==> config.mk <==
export PLATFORM = sky130hd
export DESIGN_NAME = sd_decimator
export DESIGN_NICKNAME = d
export VERILOG_FILES = /design/src/rtl/sd_pkg.sv /design/src/rtl/sd_cic_stage.sv /design/src/rtl/sd_decimator.sv
export SDC_FILE = /design/constraint.sdc
export NUM_CORES = 1
export LEC_CHECK = 0
export CAP_MARGIN = 20
export CORE_MARGIN = 8
export CORE_UTILIZATION = 55
export CTS_CLUSTER_SIZE = 24
export DETAILED_ROUTE_END_ITERATION = 10
export PLACE_DENSITY = 0.75
export REMOVE_ABC_BUFFERS = 1
export SLEW_MARGIN = 20
export SYNTH_ARGS = -nofsm -noshare
export SYNTH_HDL_FRONTEND = slang
export SYNTH_HIERARCHICAL = 1
export SYNTH_SLANG_ARGS = --single-unit
==> constraint.sdc <==
create_clock -name clk -period 3.5 [get_ports clk]
set_clock_uncertainty 0.2 [all_clocks]
set_input_delay 0.7 -clock clk [delete_from_list [all_inputs] [get_ports clk]]
set_output_delay 0.7 -clock clk [all_outputs]
set_load 0.1 [all_outputs]
==> src/rtl/sd_pkg.sv <==
// sd_pkg: constants and helpers shared by the delta-sigma
// decimator and the matching DAC.
package sd_pkg;

    // Decimated results dropped after reset while the comb delays fill.
    localparam int unsigned WARMUP_FRAMES = 2;

    // Warm-up counter type, saturating at WARMUP_FRAMES.
    typedef logic [1:0] warm_t;

    // Integrator/comb width for a sinc^2 filter with R = 2^dec_log2.
    function automatic int unsigned cic_width(input int unsigned dec_log2);
        return 2 * dec_log2 + 1;
    endfunction

    // Largest representable output before scaling: R^2 - 1.
    function automatic logic [63:0] sat_max(input int unsigned dec_log2);
        return (64'd1 << (2 * dec_log2)) - 64'd1;
    endfunction

endpackage

==> src/rtl/sd_cic_stage.sv <==
// sd_cic_stage: one integrator plus one comb delay of a CIC filter.
// All arithmetic wraps modulo 2^W by design.
module sd_cic_stage #(
    parameter int unsigned W = 17
) (
    input  logic         clk,
    input  logic         reset,
    input  logic         int_en_i,
    input  logic [W-1:0] int_in_i,
    output logic [W-1:0] int_q_o,
    input  logic         comb_en_i,
    input  logic [W-1:0] comb_in_i,
    output logic [W-1:0] comb_o
);

    logic [W-1:0] acc_q;
    logic [W-1:0] acc_d;
    logic [W-1:0] dly_q;

    assign acc_d   = acc_q + int_in_i;
    assign int_q_o = acc_q;
    assign comb_o  = comb_in_i - dly_q;

    // Integrator accumulates only on qualified input samples.
    always_ff @(posedge clk) begin
        if (reset)
            acc_q <= '0;
        else if (int_en_i)
            acc_q <= acc_d;
    end

    // Comb delay remembers the previous decimated input.
    always_ff @(posedge clk) begin
        if (reset)
            dly_q <= '0;
        else if (comb_en_i)
            dly_q <= comb_in_i;
    end

endmodule

==> src/rtl/sd_decimator.sv <==
// sd_decimator: sinc^2 CIC decimator turning a 1-bit delta-sigma
// stream into (RES+1)-bit unsigned samples with valid/ready output.
module sd_decimator #(
    parameter int unsigned RES      = 7,
    parameter int unsigned DEC_LOG2 = 8
) (
    input  logic         clk,
    input  logic         reset,
    input  logic         bit_in,
    input  logic         bit_en,
    output logic [RES:0] sample_out,
    output logic         sample_valid,
    input  logic         sample_ready,
    output logic         overrun
);

    import sd_pkg::*;

    localparam int unsigned W   = cic_width(DEC_LOG2);
    localparam logic [W-1:0] SAT = W'(sat_max(DEC_LOG2));
    localparam int unsigned LSB = 2 * DEC_LOG2 - RES - 1;

    logic [DEC_LOG2-1:0] cnt_q;
    logic                tick1_q;
    logic                tick2_q;
    logic                last_bit;
    warm_t               warm_q;
    logic                warm_done;
    logic                write;

    logic [W-1:0] x_ext;
    logic [W-1:0] i1_q;
    logic [W-1:0] i1_new;
    logic [W-1:0] i2_q;
    logic [W-1:0] comb1;
    logic [W-1:0] c1_q;
    logic [W-1:0] y;
    logic [W-1:0] y_sat;
    logic [RES:0] y_scaled;

    logic [RES:0] sample_q;
    logic [RES:0] sample_d;
    logic         valid_q;
    logic         valid_d;
    logic         ovr_q;
    logic         ovr_d;

    assign x_ext     = {{(W-1){1'b0}}, bit_in};
    assign i1_new    = i1_q + x_ext;
    assign last_bit  = bit_en && (cnt_q == '1);
    assign warm_done = (warm_q == 2'(WARMUP_FRAMES));
    assign write     = tick2_q && warm_done;

    // First stage integrates the raw bit; its comb runs on tick 1.
    sd_cic_stage #(.W(W)) u_stage1 (
        .clk       (clk),
        .reset     (reset),
        .int_en_i  (bit_en),
        .int_in_i  (x_ext),
        .int_q_o   (i1_q),
        .comb_en_i (tick1_q),
        .comb_in_i (i2_q),
        .comb_o    (comb1)
    );

    // Second stage integrates the updated i1; its comb yields y on tick 2.
    sd_cic_stage #(.W(W)) u_stage2 (
        .clk       (clk),
        .reset     (reset),
        .int_en_i  (bit_en),
        .int_in_i  (i1_new),
        .int_q_o   (i2_q),
        .comb_en_i (tick2_q),
        .comb_in_i (c1_q),
        .comb_o    (y)
    );

    // Decimation counter and the two-deep frame-end tick pipeline.
    always_ff @(posedge clk) begin
        if (reset) begin
            cnt_q   <= '0;
            tick1_q <= 1'b0;
            tick2_q <= 1'b0;
        end else begin
            if (bit_en)
                cnt_q <= cnt_q + 1'b1;
            tick1_q <= last_bit;
            tick2_q <= tick1_q;
        end
    end

    // First comb output register, loaded one cycle after frame end.
    always_ff @(posedge clk) begin
        if (reset)
            c1_q <= '0;
        else if (tick1_q)
            c1_q <= comb1;
    end

    // Warm-up counter saturates once the comb delays hold real data.
    always_ff @(posedge clk) begin
        if (reset)
            warm_q <= '0;
        else if (tick2_q && !warm_done)
            warm_q <= warm_q + 2'd1;
    end

    // Full-scale input gives y = R^2, which must clip to R^2-1.
    always_comb begin
        y_sat    = (y > SAT) ? SAT : y;
        y_scaled = (RES+1)'(y_sat >> LSB);
    end

    // Output register, valid flag and sticky overrun next state.
    always_comb begin
        sample_d = sample_q;
        valid_d  = valid_q;
        ovr_d    = ovr_q;
        if (write) begin
            sample_d = y_scaled;
            valid_d  = 1'b1;
            ovr_d    = ovr_q | (valid_q & ~sample_ready);
        end else if (sample_ready) begin
            valid_d = 1'b0;
        end
    end

    // Output-side state register.
    always_ff @(posedge clk) begin
        if (reset) begin
            sample_q <= '0;
            valid_q  <= 1'b0;
            ovr_q    <= 1'b0;
        end else begin
            sample_q <= sample_d;
            valid_q  <= valid_d;
            ovr_q    <= ovr_d;
        end
    end

    assign sample_out   = sample_q;
    assign sample_valid = valid_q;
    assign overrun      = ovr_q;

endmodule
==> results.sh, run 1 <==
export IMPL_dp_cells=1119
export IMPL_power_density_nw_per_um2=420
export IMPL_grt_pass1_vias=6077
export IMPL_fp_row_count=42
export IMPL_place_congestion=0.892
export IMPL_wire_per_inst_um=13.2
export IMPL_pre_cts_ws_ns=-0.774
export IMPL_required_ns=3.56
export IMPL_start_util_pct=56.3
export IMPL_ctsHtreeMaxLevel=3
export IMPL_cts_max_path_buffers=2
export IMPL_seq_area_sq_um=2140
export IMPL_tightestPinTransition_ns=1.04
export IMPL_drt_iter0_markers=309
export IMPL_status="complete, no violations"
export IMPL_fin_setup_tns_ns=0
export IMPL_grt_max_degree=59
export IMPL_vias=6327
export IMPL_end_kind="register"
export IMPL_setup_slack_ns=0.123
export IMPL_post_dp_hpwl_mm=11.0
export IMPL_fin_util_pct=63.8
export IMPL_peakVddDrop_v=0.000231
export IMPL_setup_viol=0
export IMPL_hold_viol=0
export IMPL_timing_final_crit_share_pct=96.5
export IMPL_multi_input_area_sq_um=5110
export IMPL_maxSlewViolCount=0
export IMPL_max_freq_ghz=0.296
export IMPL_maxCapViolCount=0
export IMPL_fin_nets=1034
export IMPL_worstSkewPairLatency_ns=0.35
export IMPL_drtPass1Iterations=4
export IMPL_syn_area_sq_um=7450
export IMPL_path_class="input port to register"
export IMPL_clkTransAtPathRegs_ns=0.07
export IMPL_cts_root_buffer="clkbuf_16"
export IMPL_design_power_total_mw=3.55
export IMPL_cts_made_buffers=9
export IMPL_relSlewSlack_pct=30.6
export IMPL_die_height_um=132
export IMPL_fp_coreArea_sq_um=13200
export IMPL_stdcell_count=1137
export IMPL_drive_above_1_share_pct=11.0
export IMPL_grt_usage_pct=17.4
export IMPL_hp_class="register to register"
export IMPL_wl_mm=15.0
export IMPL_gr_total_overflow=0
export IMPL_fin_crit_ns=3.38
export IMPL_area_growth_pct=13.4
export IMPL_p_leak_nw=3.58
export IMPL_antenna_cells=0
export IMPL_ant_nets=0
export IMPL_cts_tree="yes"
export IMPL_yosysWarnings=6
export IMPL_grt_pass1_wl_mm=26.3
export IMPL_port_buffers=14
export IMPL_cts_num_sinks=107
export IMPL_route_detailed_drc=0
export IMPL_antenna_found_initial=0
export IMPL_crit_arrival_ns=3.44
export IMPL_worstPathMaxFanout=3
export IMPL_avgSynthCellArea_sq_um=8.31
export IMPL_critPathLaunchType="input port"
export IMPL_ioPinCount=15
export IMPL_fillers=1171
export IMPL_netlist_instances=897
export IMPL_vias_per_cell=5.56
export IMPL_holdBufCountCts=0
export IMPL_die_w_um=132
export IMPL_dieArea_sq_um=17500
==> cell type report <==
cell class                 instances  area share [%]
inverter                          59            2.62
sequential                       107            25.4
multi-input combinational        717            60.5
clock inverter                     3           0.281
timing repair buffer              63            5.57
tap                              176            2.61
clock buffer                      12            3.04
==> state kept, by name, summed over array words and instances, names as in the netlist <==
register,count
tick1_q,1
u_stage2/dly_q,17
u_stage1/int_q_o,17
c1_q,17
tick2_q,1
sample_out,8
cnt_q,8
u_stage2/int_q_o,17
u_stage1/dly_q,17
warm_q,2
sample_valid,1
overrun,1
==> where the power goes <==
part / leakage [nW] / switching, mW / total (mW) / internal, mW
registers: 0.868 / 0.0960 / 1.38 / 1.28
logic: 2.58 / 0.623 / 1.20 / 0.579
clock network: 0.131 / 0.454 / 0.974 / 0.520
total: 3.58 / 1.17 / 3.55 / 2.38
==> placed cells by master (no fill, tap or decap), drive strengths merged, types with 3 or more instances in the layout <==
cell,count
nor2,129
dfxtp,107
mux2i,70
ha,68
buf,61
inv,59
a21oi,54
xnor2,43
nand2,42
o21ai,38
nand3,32
and3,21
conb,20
a211oi,18
a21o,18
nor2b,14
o21a,14
xor2,14
clkbuf,13
nand2b,12
and2,9
nand4,7
nor4,7
or3,6
o31ai,6
o211ai,6
and4,6
o311ai,6
a221oi,6
nor3,4
o2111ai,4
fa,4
a31oi,3
==> layer usage <==
| metal | GRT usage [%] | vias to the layer above | part of all wire [%] |
|---|---|---|---|
| met5 | 0 | - | 0 |
| met4 | 7.89 | 0 | 2.0 |
| met3 | 2.71 | 20 | 2.6 |
| met2 | 30.4 | 85 | 49 |
| met1 | 20.4 | 2936 | 47 |
| li1 | - | 3286 | - |
==> critical path, stage by stage <==
cell	delay, ns
clkbuf_2	0.11
ha_4	0.17
buf_4	0.13
and3_1	0.17
and3_4	0.18
buf_4	0.13
buf_4	0.13
nand3_2	0.07
xnor2_1	0.07
ha_1	0.34
buf_4	0.15
a21o_2	0.22
a21oi_2	0.13
o221ai_2	0.14
a2111oi_2	0.41
nor4bb_2	0.09
o311ai_1	0.09
==> per-stage QoR <==
stage / area, sq um / hold WS, ns
2_1_floorplan: 7390 / 0.219
3_3_place_gp: 8060 / 0.230
3_5_place_dp: 8060 / 0.238
4_1_cts: 8390 / 0.258
5_1_grt: 8450 / 0.281
6_report: 8450 / 0.253
==> final timing paths <==
kind / startpoint / slack, ns / depth (start not counted) / end
setup reg to reg: u_stage1/int_q_o[0] / 0.18 / 16 / u_stage2/int_q_o[16]
hold reg to reg: cnt_q[7] / 0.25 / 2 / tick1_q
setup / recovery: bit_in / 0.12 / 17 / u_stage2/int_q_o[16]
hold / removal: cnt_q[7] / 0.25 / 2 / tick1_q
==> what timing repair did <==
| item | 4_1_cts | 5_1_grt |
|---|---|---|
| pin swaps | 8 | 7 |
| endpoints found under the setup margin | 5 | 3 |
| resized for setup | 11 | 10 |
| cloned | 0 | 0 |
| setup buffers | 2 | 1 |
Power figures use the tool's default switching activity.
==> run 2, diff against run 1 <==
--- a/config.mk
+++ b/config.mk
@@ -12,6 +12,7 @@
 export DETAILED_ROUTE_END_ITERATION = 10
 export PLACE_DENSITY = 0.75
 export REMOVE_ABC_BUFFERS = 1
+export SKIP_LAST_GASP = 1
 export SLEW_MARGIN = 20
 export SYNTH_ARGS = -nofsm -noshare
 export SYNTH_HDL_FRONTEND = slang
==> results of run 2 <==
The final DEF is identical to that of run 1; final timing and power are the same.
